[src/rtl/tpu_seq_pkg.sv]
// Shared definitions for the TPU stage sequencer: FSM encoding,
// stage index constants and default sizing.
package tpu_seq_pkg;

  // state     | meaning
  // ST_IDLE   | waiting for a start request, flags hold their last value
  // ST_LAUNCH | one-cycle start pulse to the selected stage
  // ST_WAIT   | waiting for the selected stage's done pulse, timeout running
  // ST_FINISH | all enabled stages complete, raise done flag
  typedef enum logic [1:0] {
    ST_IDLE   = 2'd0,
    ST_LAUNCH = 2'd1,
    ST_WAIT   = 2'd2,
    ST_FINISH = 2'd3
  } seq_state_t;

  localparam int STG_MATMUL = 0;
  localparam int STG_NORM   = 1;
  localparam int STG_ACT    = 2;
  localparam int STG_POOL   = 3;

  localparam int NUM_STAGES_DEFAULT     = 4;
  localparam int TIMEOUT_CYCLES_DEFAULT = 65535;
  localparam int CNT_WIDTH_DEFAULT      = 32;
  localparam int TMO_WIDTH              = 16;

endpackage

[src/rtl/tpu_stage_sequencer_if.sv]
// Host/stage-facing signal bundle of the stage sequencer. The master side
// is the register block plus the stages, the slave side is the sequencer.
interface tpu_stage_sequencer_if #(
  parameter int NUM_STAGES = 4,
  parameter int CNT_WIDTH  = 32
);
  localparam int IDX_W = (NUM_STAGES > 1) ? $clog2(NUM_STAGES) : 1;

  logic                  start_req;
  logic                  clr_done;
  logic [NUM_STAGES-1:0] enables;
  logic [NUM_STAGES-1:0] stage_done;
  logic [NUM_STAGES-1:0] stage_start;
  logic                  busy;
  logic                  done_flag;
  logic                  timeout_err;
  logic [IDX_W-1:0]      cur_stage;
  logic [CNT_WIDTH-1:0]  cycle_count;

  modport master (
    output start_req, clr_done, enables, stage_done,
    input  stage_start, busy, done_flag, timeout_err, cur_stage, cycle_count
  );

  modport slave (
    input  start_req, clr_done, enables, stage_done,
    output stage_start, busy, done_flag, timeout_err, cur_stage, cycle_count
  );

endinterface

[src/rtl/tpu_next_stage_sel.sv]
// Priority finder: lowest set bit of i_mask strictly above i_cur.
// i_cur is signed so that -1 selects the first enabled stage.
module tpu_next_stage_sel #(
  parameter int NUM_STAGES = 4,
  parameter int IDX_W      = 2
) (
  input  logic [NUM_STAGES-1:0] i_mask,
  input  logic signed [IDX_W:0] i_cur,
  output logic [IDX_W-1:0]      o_idx,
  output logic                  o_vld
);

  // Scan from the top down so the last hit is the lowest qualifying bit.
  always_comb begin
    o_idx = '0;
    o_vld = 1'b0;
    for (int i = NUM_STAGES - 1; i >= 0; i--) begin
      if (i_mask[i] && (i > int'(i_cur))) begin
        o_idx = IDX_W'(i);
        o_vld = 1'b1;
      end
    end
  end

endmodule

[src/rtl/tpu_stage_sequencer.sv]
// Runs the enabled compute stages in fixed order, one at a time, with a
// per-stage hang timeout and a saturating run cycle counter.
module tpu_stage_sequencer
  import tpu_seq_pkg::*;
#(
  parameter int NUM_STAGES     = NUM_STAGES_DEFAULT,
  parameter int TIMEOUT_CYCLES = TIMEOUT_CYCLES_DEFAULT,
  parameter int CNT_WIDTH      = CNT_WIDTH_DEFAULT
) (
  input  logic                  clk,
  input  logic                  resetn,
  tpu_stage_sequencer_if.slave  bus
);

  localparam int IDX_W = (NUM_STAGES > 1) ? $clog2(NUM_STAGES) : 1;
  localparam logic [TMO_WIDTH-1:0] TMO_LAST = TMO_WIDTH'(TIMEOUT_CYCLES - 1);

  seq_state_t            r_state;
  logic [NUM_STAGES-1:0] r_en_q;
  logic [IDX_W-1:0]      r_cur_stage;
  logic [NUM_STAGES-1:0] r_stage_start;
  logic                  r_busy;
  logic                  r_done_flag;
  logic                  r_timeout_err;
  logic [TMO_WIDTH-1:0]  r_tmo;
  logic [CNT_WIDTH-1:0]  r_cycle_count;

  logic [NUM_STAGES-1:0] w_sel_mask;
  logic signed [IDX_W:0] w_sel_cur;
  logic [IDX_W-1:0]      w_sel_idx;
  logic                  w_sel_vld;

  // In IDLE the live enables pick the first stage (search from -1);
  // afterwards the latched mask picks the successor of the current stage.
  always_comb begin
    w_sel_mask = r_en_q;
    w_sel_cur  = $signed({1'b0, r_cur_stage});
    if (r_state == ST_IDLE) begin
      w_sel_mask = bus.enables;
      w_sel_cur  = '1;
    end
  end

  tpu_next_stage_sel #(
    .NUM_STAGES (NUM_STAGES),
    .IDX_W      (IDX_W)
  ) u_next_sel (
    .i_mask (w_sel_mask),
    .i_cur  (w_sel_cur),
    .o_idx  (w_sel_idx),
    .o_vld  (w_sel_vld)
  );

  // Sequencer FSM; every output is a register updated here.
  always_ff @(posedge clk or negedge resetn) begin
    if (!resetn) begin
      r_state       <= ST_IDLE;
      r_en_q        <= '0;
      r_cur_stage   <= '0;
      r_stage_start <= '0;
      r_busy        <= 1'b0;
      r_done_flag   <= 1'b0;
      r_timeout_err <= 1'b0;
      r_tmo         <= '0;
      r_cycle_count <= '0;
    end else begin
      r_stage_start <= '0;
      if ((r_state != ST_IDLE) && (r_cycle_count != '1)) begin
        r_cycle_count <= r_cycle_count + CNT_WIDTH'(1);
      end
      case (r_state)
        ST_IDLE: begin
          if (bus.start_req) begin
            r_en_q        <= bus.enables;
            r_done_flag   <= 1'b0;
            r_timeout_err <= 1'b0;
            r_cycle_count <= '0;
            r_busy        <= 1'b1;
            if (w_sel_vld) begin
              r_cur_stage   <= w_sel_idx;
              r_stage_start <= NUM_STAGES'(1) << w_sel_idx;
              r_state       <= ST_LAUNCH;
            end else begin
              r_state <= ST_FINISH;
            end
          end else if (bus.clr_done) begin
            r_done_flag   <= 1'b0;
            r_timeout_err <= 1'b0;
          end
        end
        ST_LAUNCH: begin
          r_tmo   <= '0;
          r_state <= ST_WAIT;
        end
        ST_WAIT: begin
          // A done on the limit cycle takes priority over the abort.
          if (bus.stage_done[r_cur_stage]) begin
            if (w_sel_vld) begin
              r_cur_stage   <= w_sel_idx;
              r_stage_start <= NUM_STAGES'(1) << w_sel_idx;
              r_state       <= ST_LAUNCH;
            end else begin
              r_state <= ST_FINISH;
            end
          end else if (r_tmo == TMO_LAST) begin
            r_timeout_err <= 1'b1;
            r_done_flag   <= 1'b1;
            r_busy        <= 1'b0;
            r_state       <= ST_IDLE;
          end else begin
            r_tmo <= r_tmo + TMO_WIDTH'(1);
          end
        end
        ST_FINISH: begin
          r_done_flag <= 1'b1;
          r_busy      <= 1'b0;
          r_state     <= ST_IDLE;
        end
        default: r_state <= ST_IDLE;
      endcase
    end
  end

  assign bus.stage_start = r_stage_start;
  assign bus.busy        = r_busy;
  assign bus.done_flag   = r_done_flag;
  assign bus.timeout_err = r_timeout_err;
  assign bus.cur_stage   = r_cur_stage;
  assign bus.cycle_count = r_cycle_count;

endmodule
[src/flat_wrapper.sv]
// flat-port wrapper written by rule: the top's interface ports become plain ports
module tpu_stage_sequencer_flat import tpu_seq_pkg::*;
#(
  parameter int NUM_STAGES     = NUM_STAGES_DEFAULT,
  parameter int TIMEOUT_CYCLES = TIMEOUT_CYCLES_DEFAULT,
  parameter int CNT_WIDTH      = CNT_WIDTH_DEFAULT
)
  (clk, resetn, bus_start_req, bus_clr_done, bus_enables, bus_stage_done, bus_stage_start, bus_busy, bus_done_flag, bus_timeout_err, bus_cur_stage, bus_cycle_count);
  tpu_stage_sequencer_if #(.NUM_STAGES(NUM_STAGES), .CNT_WIDTH(CNT_WIDTH)) bus_i ();
  input  logic clk;
  input  logic resetn;
  input wire logic [$bits(bus_i.start_req)-1:0] bus_start_req;
  input wire logic [$bits(bus_i.clr_done)-1:0] bus_clr_done;
  input wire logic [$bits(bus_i.enables)-1:0] bus_enables;
  input wire logic [$bits(bus_i.stage_done)-1:0] bus_stage_done;
  output wire logic [$bits(bus_i.stage_start)-1:0] bus_stage_start;
  output wire logic [$bits(bus_i.busy)-1:0] bus_busy;
  output wire logic [$bits(bus_i.done_flag)-1:0] bus_done_flag;
  output wire logic [$bits(bus_i.timeout_err)-1:0] bus_timeout_err;
  output wire logic [$bits(bus_i.cur_stage)-1:0] bus_cur_stage;
  output wire logic [$bits(bus_i.cycle_count)-1:0] bus_cycle_count;
  assign bus_i.start_req = bus_start_req;
  assign bus_i.clr_done = bus_clr_done;
  assign bus_i.enables = bus_enables;
  assign bus_i.stage_done = bus_stage_done;
  assign bus_stage_start = bus_i.stage_start;
  assign bus_busy = bus_i.busy;
  assign bus_done_flag = bus_i.done_flag;
  assign bus_timeout_err = bus_i.timeout_err;
  assign bus_cur_stage = bus_i.cur_stage;
  assign bus_cycle_count = bus_i.cycle_count;
  tpu_stage_sequencer #(.NUM_STAGES(NUM_STAGES), .TIMEOUT_CYCLES(TIMEOUT_CYCLES), .CNT_WIDTH(CNT_WIDTH)) u_core (.clk(clk), .resetn(resetn), .bus(bus_i));
endmodule
[config.mk]
export PLATFORM = sky130hd
export DESIGN_NAME = tpu_stage_sequencer_flat
export DESIGN_NICKNAME = d
export VERILOG_FILES = /design/src/rtl/tpu_seq_pkg.sv /design/src/rtl/tpu_stage_sequencer_if.sv /design/src/rtl/tpu_next_stage_sel.sv /design/src/rtl/tpu_stage_sequencer.sv /design/src/flat_wrapper.sv
export SDC_FILE = /design/constraint.sdc
export NUM_CORES = 1
export LEC_CHECK = 0
export CAP_MARGIN = 10
export CORE_ASPECT_RATIO = 1.4
export CORE_MARGIN = 2
export CORE_UTILIZATION = 33
export CTS_CLUSTER_DIAMETER = 120
export DETAILED_ROUTE_END_ITERATION = 8
export RECOVER_POWER = 100
export SLEW_MARGIN = 20
export SYNTH_ARGS = -nofsm -noshare
export SYNTH_HDL_FRONTEND = slang
export SYNTH_SLANG_ARGS = --single-unit
[constraint.sdc]
create_clock -name clk -period 2.8 [get_ports clk]
set_clock_uncertainty 0.05 [all_clocks]
set_input_delay 0.42 -clock clk [delete_from_list [all_inputs] [get_ports clk]]
set_output_delay 0.42 -clock clk [all_outputs]
set_load 0.01 [all_outputs]
# ---- Word-level counts from Yosys, hierarchy flattened
# Cells that the tools add are included.
dict set report totals {
  ff_bits 63
  out_inout_bits 41
  inputBits 12
  word_cells 87
}
dict set report classes {
  reduce_logical 17
  magnitude_cmp 5
  n_addsub 2
  shifts 1
  eq_ne 12
  mux 41
}
# cell n
set ops {}
lappend ops {{two-way mux 32 bit} 3}
lappend ops {{adder 32 x 1 -> 32 bit, second input constant} 1}
lappend ops {{two-way mux 16 bit} 2}
lappend ops {{inequality test 32 bit, second input constant} 1}
lappend ops {{case mux 16 bit (2 select lines)} 1}
lappend ops {{two-way mux 2 bit} 11}
lappend ops {{adder 16 x 1 -> 16 bit, second input constant} 1}
lappend ops {{equality test 16 bit, second input constant} 1}
lappend ops {{two-way mux 4 bit} 4}
lappend ops {{two-way mux 1 bit} 12}
lappend ops {{AND reduction 4 bit} 3}
lappend ops {{case mux 2 bit (4 select lines)} 1}
lappend ops {{case mux 4 bit (2 select lines)} 1}
lappend ops {{> comparator 3 bit, first input constant} 2}
lappend ops {{inequality test 2 bit, second input constant} 3}
lappend ops {{case mux 1 bit (3 select lines)} 2}
lappend ops {{AND reduction 3 bit} 2}
lappend ops {{nonzero test 2 bit} 3}
lappend ops {{logical AND 1 bit} 5}
lappend ops {{equality test 2 bit, second input constant} 2}
lappend ops {{inequality test 2 x 1 -> 1 bit, second input constant} 2}
lappend ops {{case mux 2 bit (2 select lines)} 1}
lappend ops {{AND reduction 2 bit} 2}
lappend ops {{left shift 1 x 2 -> 4 bit, first input constant} 1}
lappend ops {{other kinds (11)} 11}

# ---- Depth between registers and ports, before layout
dict set report logic_depth {
  depth_word 12
  depth_mapped 9
  ltp_nobuf 7
}

# ---- By module
# From an unflattened synthesis, not the netlist that was laid out.
dict set report hier_totals {
  cells_unflattened 369
  area_unflattened_um2 3525.9
}
# mod seq_area_each_um2 instances cells_each area_each_um2
set modules_own_cells {}
lappend modules_own_cells {tpu_stage_sequencer 1576.5 1 354 3428.3}
lappend modules_own_cells {tpu_next_stage_sel 0.0 1 15 97.6}

# ---- Worst setup path after synthesis
# OpenSTA, ideal clock, no wires.
dict set report synth_timing {
  path_type {reg-to-reg}
  startpoint {reg u_core.r_state[0]}
  endpoint {reg u_core.r_cycle_count[18] (netlist: u_core.bus.cycle_count[18])}
  synth_period_minus_slack_ps 2071
  required_ps 2618
  setup_time_ps 132
  n_path_buf 3
  path_stages_with_launch 9
  slack_ps 729
  arrival_time_ps 1889
  path_cell_list {dfrtp_1 > inv_1 > ha_1 > clkbuf_1 > inv_1 > clkbuf_1 > nor2_1 > clkbuf_1 > nor2_1}
}
dict set report synth_via {
  elab_chain_cells 5
  elab_cells_between_ends 6
  cone_classes {3 x mux; 3 x reduce/logical}
}
# element line_no
set synth_lines {}
lappend synth_lines {{start: declaration} tpu_stage_sequencer.sv:18} ;# seq_state_t r_state;
lappend synth_lines {{start signal: assignment} tpu_stage_sequencer.sv:57} ;# r_state <= ST_IDLE;
lappend synth_lines {{start signal: assignment} tpu_stage_sequencer.sv:82} ;# r_state <= ST_LAUNCH;
lappend synth_lines {{start signal: assignment} tpu_stage_sequencer.sv:84} ;# r_state <= ST_FINISH;
lappend synth_lines {{nonzero test 2 bit} tpu_stage_sequencer.sv:68} ;# if ((r_state != ST_IDLE) && (r_cycle_count != '1)) begin
lappend synth_lines {{logical AND 1 bit} tpu_stage_sequencer.sv:68}
lappend synth_lines {{two-way mux 32 bit} tpu_stage_sequencer.sv:68}
lappend synth_lines {{two-way mux 32 bit} tpu_stage_sequencer.sv:73} ;# if (bus.start_req) begin
lappend synth_lines {{two-way mux 32 bit *} tpu_stage_sequencer.sv:71} ;# case (r_state)
lappend synth_lines {{end signal: assignment} tpu_stage_sequencer.sv:69} ;# r_cycle_count <= r_cycle_count + CNT_WIDTH'(1);
lappend synth_lines {{end: declaration} tpu_stage_sequencer.sv:26} ;# logic [CNT_WIDTH-1:0] r_cycle_count;
# Mark *: on every way between the ends. The rest lies on a longest branch, timed or not.
# A chain may end at the register's enable or synchronous reset.

# ---- Worst setup path in the final report
dict set report layout_timing {
  startpoint {reg u_core.r_state[0]}
  endpoint {reg u_core.r_cycle_count[21] (netlist: u_core.bus.cycle_count[21])}
}
# The elaborated chain is that of the path after synthesis.

==> results_dict.tcl <==
set metrics [dict create \
    endpoint "u_core.bus.cycle_count[21]" \
    power_density_nw_per_um2 852 \
    synth-edff-count 0 \
    syn-cell-area_um2 3750 \
    timing_max_transition_violations_final 0 \
    numCtsBuffers 9 \
    crit_required_ps 3010 \
    post_synth_most_frequent_cells "sky130_fd_sc_hd__dfrtp_1, sky130_fd_sc_hd__nand2_1, sky130_fd_sc_hd__a21oi_1, sky130_fd_sc_hd__nor2_1, sky130_fd_sc_hd__nand3_1" \
    die_area_um2 12300 \
    total_grt_overflow 0 \
    met1_track_usage_gr 0.197 \
    worstPathArrival_ps 2620 \
    drt_drc_violations_left 0 \
    cts_num_sinks 63 \
    critPathKind "reg2reg" \
    worst-slew-pin-transition_ps 970 \
    share_clk_of_total_power 0.295 \
    grt_start_max_net_pins 28 \
    cellLeakagePower_nw 2.00 \
    number_of_antenna_violations_at_the_first_check_in_global_routing 0 \
    cellInternalPower_mw 2.49 \
    finalNetCount 496 \
    use_met2 0.297 \
    comb_power_share 0.385 \
    routed_via_density 5.48 \
    cts_repair_resize_count 0 \
    fraction_of_synthesis_flops_using_an_asynchronous_set_or_reset_pin 1.00 \
    drt_first_iter_violations 118 \
    synth_flop_cell "sky130_fd_sc_hd__dfrtp_1" \
    period_share 0.862 \
    total_i_o_pin_count 53 \
    grt.busiest_layer "met2" \
    clk_latency_ps 330 \
    groute.layer.met3.usage 0.0427 \
    post-synth-top-count-cell "sky130_fd_sc_hd__dfrtp_1" \
    synth.lib_cells_used.distinct 61 \
    post_synthesis_sequential_element_count 63 \
    antenna-diode-count 0 \
    finalHoldViolations 0 \
    critical_path.endpoint_type "flop" \
    cts-root-buf "sky130_fd_sc_hd__clkbuf_16" \
    grt_first_pass_wirelength_um 16400 \
    core_ar_um2 11200 \
    ys_seq_area_frac 0.420 \
    p_sw_mw 1.55 \
    r2r_endpoint "u_core.bus.cycle_count[21]" \
    synth.top_cell.area_share 0.420 \
    synth.yosys.warnings 0 \
    totalWireLength_um 9780 \
    die_width_um 94.1 \
    timing.reg2reg.worst_path_depth 5 \
    grt_pass1_vias 3380 \
    cts.htree.levels 3 \
    clockBufferDepth 2 \
    wl_per_cell_um 15.7 \
    timing.final.ws_setup_ps 386 \
    grt_setup_unrepaired "false" \
    r2r_start "u_core.r_state[0]" \
    netlist_top_cells_area "sky130_fd_sc_hd__dfrtp_1, sky130_fd_sc_hd__nand2_1, sky130_fd_sc_hd__a21oi_1" \
    slew_headroom 0.353 \
    grt_usage 0.169 \
    post_synth_net_total 438 \
    dp.final_hpwl_um 7080 \
    worst_setup_hold_path_clk_slew_ps 50 \
    timing.critical_path.from_type "flop" \
    setup-violations-final 0 \
    cts_tree "done" \
    synth_largest_area_cell "sky130_fd_sc_hd__dfrtp_1" \
    antenna_left 0 \
    start_util 0.334 \
    irDropWorstVdd_v 0.000362 \
    area_delta_synth_final_pct 26.4 \
    gp_congestion 0.834 \
    ff2ff_setup_slack_ps 390 \
    worst_slack_placed_ps 265 \
    total_power_mw 4.04 \
    detailedRoute.firstPassIterationCount 4 \
    syn-mean-instance-area_um2 8.98 \
    max_cap_viol_count 0 \
    startpoint "u_core.r_state[0]" \
    achievable-frequency_ghz 0.414 \
    placement_rows 46 \
    hold_path.class "reg2reg" \
    port_buffers 52 \
    power_frac_seq 0.320 \
    crit_path_max_fanout 14 \
    fp.dieH_um 130 \
    post_cts_buffers 0 \
    final_period_minus_worst_setup_slack_ps 2410 \
    fin_tns_setup_ps 0 \
    switching_share 0.384 \
    route.vias.total 3428 \
    run_status "completed" \
    postSynthCellCount 418 \
    post_route_cells_drive_above_1_share 0.0665 \
]
-- cells by family (layout without fill, tap and decap cells) --
kind of cell | Yosys count | count (layout) | synth area share
DFF | 63 | 63 | 0.420
AOI/OAI and AO/OA | 113 | 113 | 0.212
buffers and inverters | 35 | 98 | 0.0397
muxes | 3 | 3 | 0.0117
adders and majority gates | 8 | 8 | 0.0267
and+or+nand+nor | 184 | 184 | 0.262
xor gates and xnor gates | 12 | 12 | 0.0280
-- cell usage in the layout, fill, tap and decap left out, types with 6 or more instances in the layout --
cell type,Yosys,final
sky130_fd_sc_hd__dfrtp_1,63,63
sky130_fd_sc_hd__nand2_1,51,51
sky130_fd_sc_hd__dlygate4sd3_1,0,42
sky130_fd_sc_hd__a21oi_1,32,32
sky130_fd_sc_hd__nor2_1,26,26
sky130_fd_sc_hd__nand3_1,21,21
sky130_fd_sc_hd__o21ai_0,19,19
sky130_fd_sc_hd__inv_1,18,18
sky130_fd_sc_hd__nand4_1,14,14
sky130_fd_sc_hd__or3_1,12,12
sky130_fd_sc_hd__and3_1,11,11
sky130_fd_sc_hd__nor2b_1,10,10
sky130_fd_sc_hd__clkdlybuf4s50_1,0,10
sky130_fd_sc_hd__clkbuf_16,0,9
sky130_fd_sc_hd__xnor2_1,8,8
sky130_fd_sc_hd__a31oi_1,8,8
sky130_fd_sc_hd__ha_1,8,8
sky130_fd_sc_hd__a22oi_1,7,7
sky130_fd_sc_hd__and4_1,7,7
sky130_fd_sc_hd__nor3_1,6,7
sky130_fd_sc_hd__nor4_1,6,6
sky130_fd_sc_hd__or4_1,5,6
-- per-layer routing --
metal  part of all wire  vias up  routed length (um)
met5                  0        -                   0
met4              0.019        0                 186
met3              0.032       23                 313
met2               0.53       70                5180
met1               0.42     1659                4110
li1                   -     1676                   -
-- worst min-delay path by stage --
stage	depth (start not counted)	startpoint	to
4_1_cts	2	u_core.r_en_q[0]	u_core.r_en_q[0]
3_5_place_dp	1	resetn	u_core.r_tmo[7]
2_1_floorplan	0	resetn	u_core.bus.busy
6_report	2	u_core.r_en_q[0]	u_core.r_en_q[0]
5_1_grt	2	u_core.r_en_q[0]	u_core.r_en_q[0]
3_3_place_gp	1	resetn	u_core.r_tmo[13]
-- registers in the layout, indices dropped and copies added (netlist names) --
name / cells
u_core.bus.cycle_count: 32
u_core.r_state: 2
u_core.r_tmo: 16
u_core.r_en_q: 4
u_core.bus.timeout_err: 1
u_core.bus.busy: 1
u_core.bus.done_flag: 1
u_core.bus.stage_start: 4
u_core.bus.cur_stage: 2
-- stage by stage --
| stage | cells | utilization | hold WS [ps] | area, um^2 |
|---|---|---|---|---|
| 2_1_floorplan | 418 | - | 74.4 | 3750 |
| 3_3_place_gp | 608 | 0.397 | 340 | 4450 |
| 3_5_place_dp | 608 | 0.397 | 333 | 4450 |
| 4_1_cts | 625 | 0.425 | 423 | 4770 |
| 5_1_grt | 625 | 0.423 | 451 | 4740 |
| 6_report | 625 | 0.423 | 420 | 4740 |
-- power by group through the flow --
stage	registers (mW)	clock network [mW]	logic (mW)
3_3_place_gp	1.31	0	1.59
2_1_floorplan	1.32	0	0.991
5_1_grt	1.32	1.27	1.74
6_report	1.29	1.19	1.56
4_1_cts	1.30	1.21	1.62
3_5_place_dp	1.31	0	1.61
-- critical path, cell delays in order (launching register included) --
cell and delay [ps]:
sky130_fd_sc_hd__dfrtp_1 390, sky130_fd_sc_hd__inv_1 110, sky130_fd_sc_hd__ha_1 360, sky130_fd_sc_hd__or4_1 750, sky130_fd_sc_hd__or4_1 520, sky130_fd_sc_hd__a21oi_1 150
-- final cells by class --
type                            count  area (um^2)
Tap cell                          144          180
Fill cell                        1121         6480
Clock inverter                      7         87.6
Timing Repair Buffer               64          587
Sequential cell                    63         1580
Multi-Input combinational cell    320         2020
Inverter                           18         67.6
Clock buffer                        9          225
-- what timing repair did --
action / 4_1_cts / 5_1_grt
setup endpoints to repair: 0 / 0
endpoints found under the hold margin: 16 / 0
hold buffers: 1 / 0
Power figures use the tool's default switching activity.
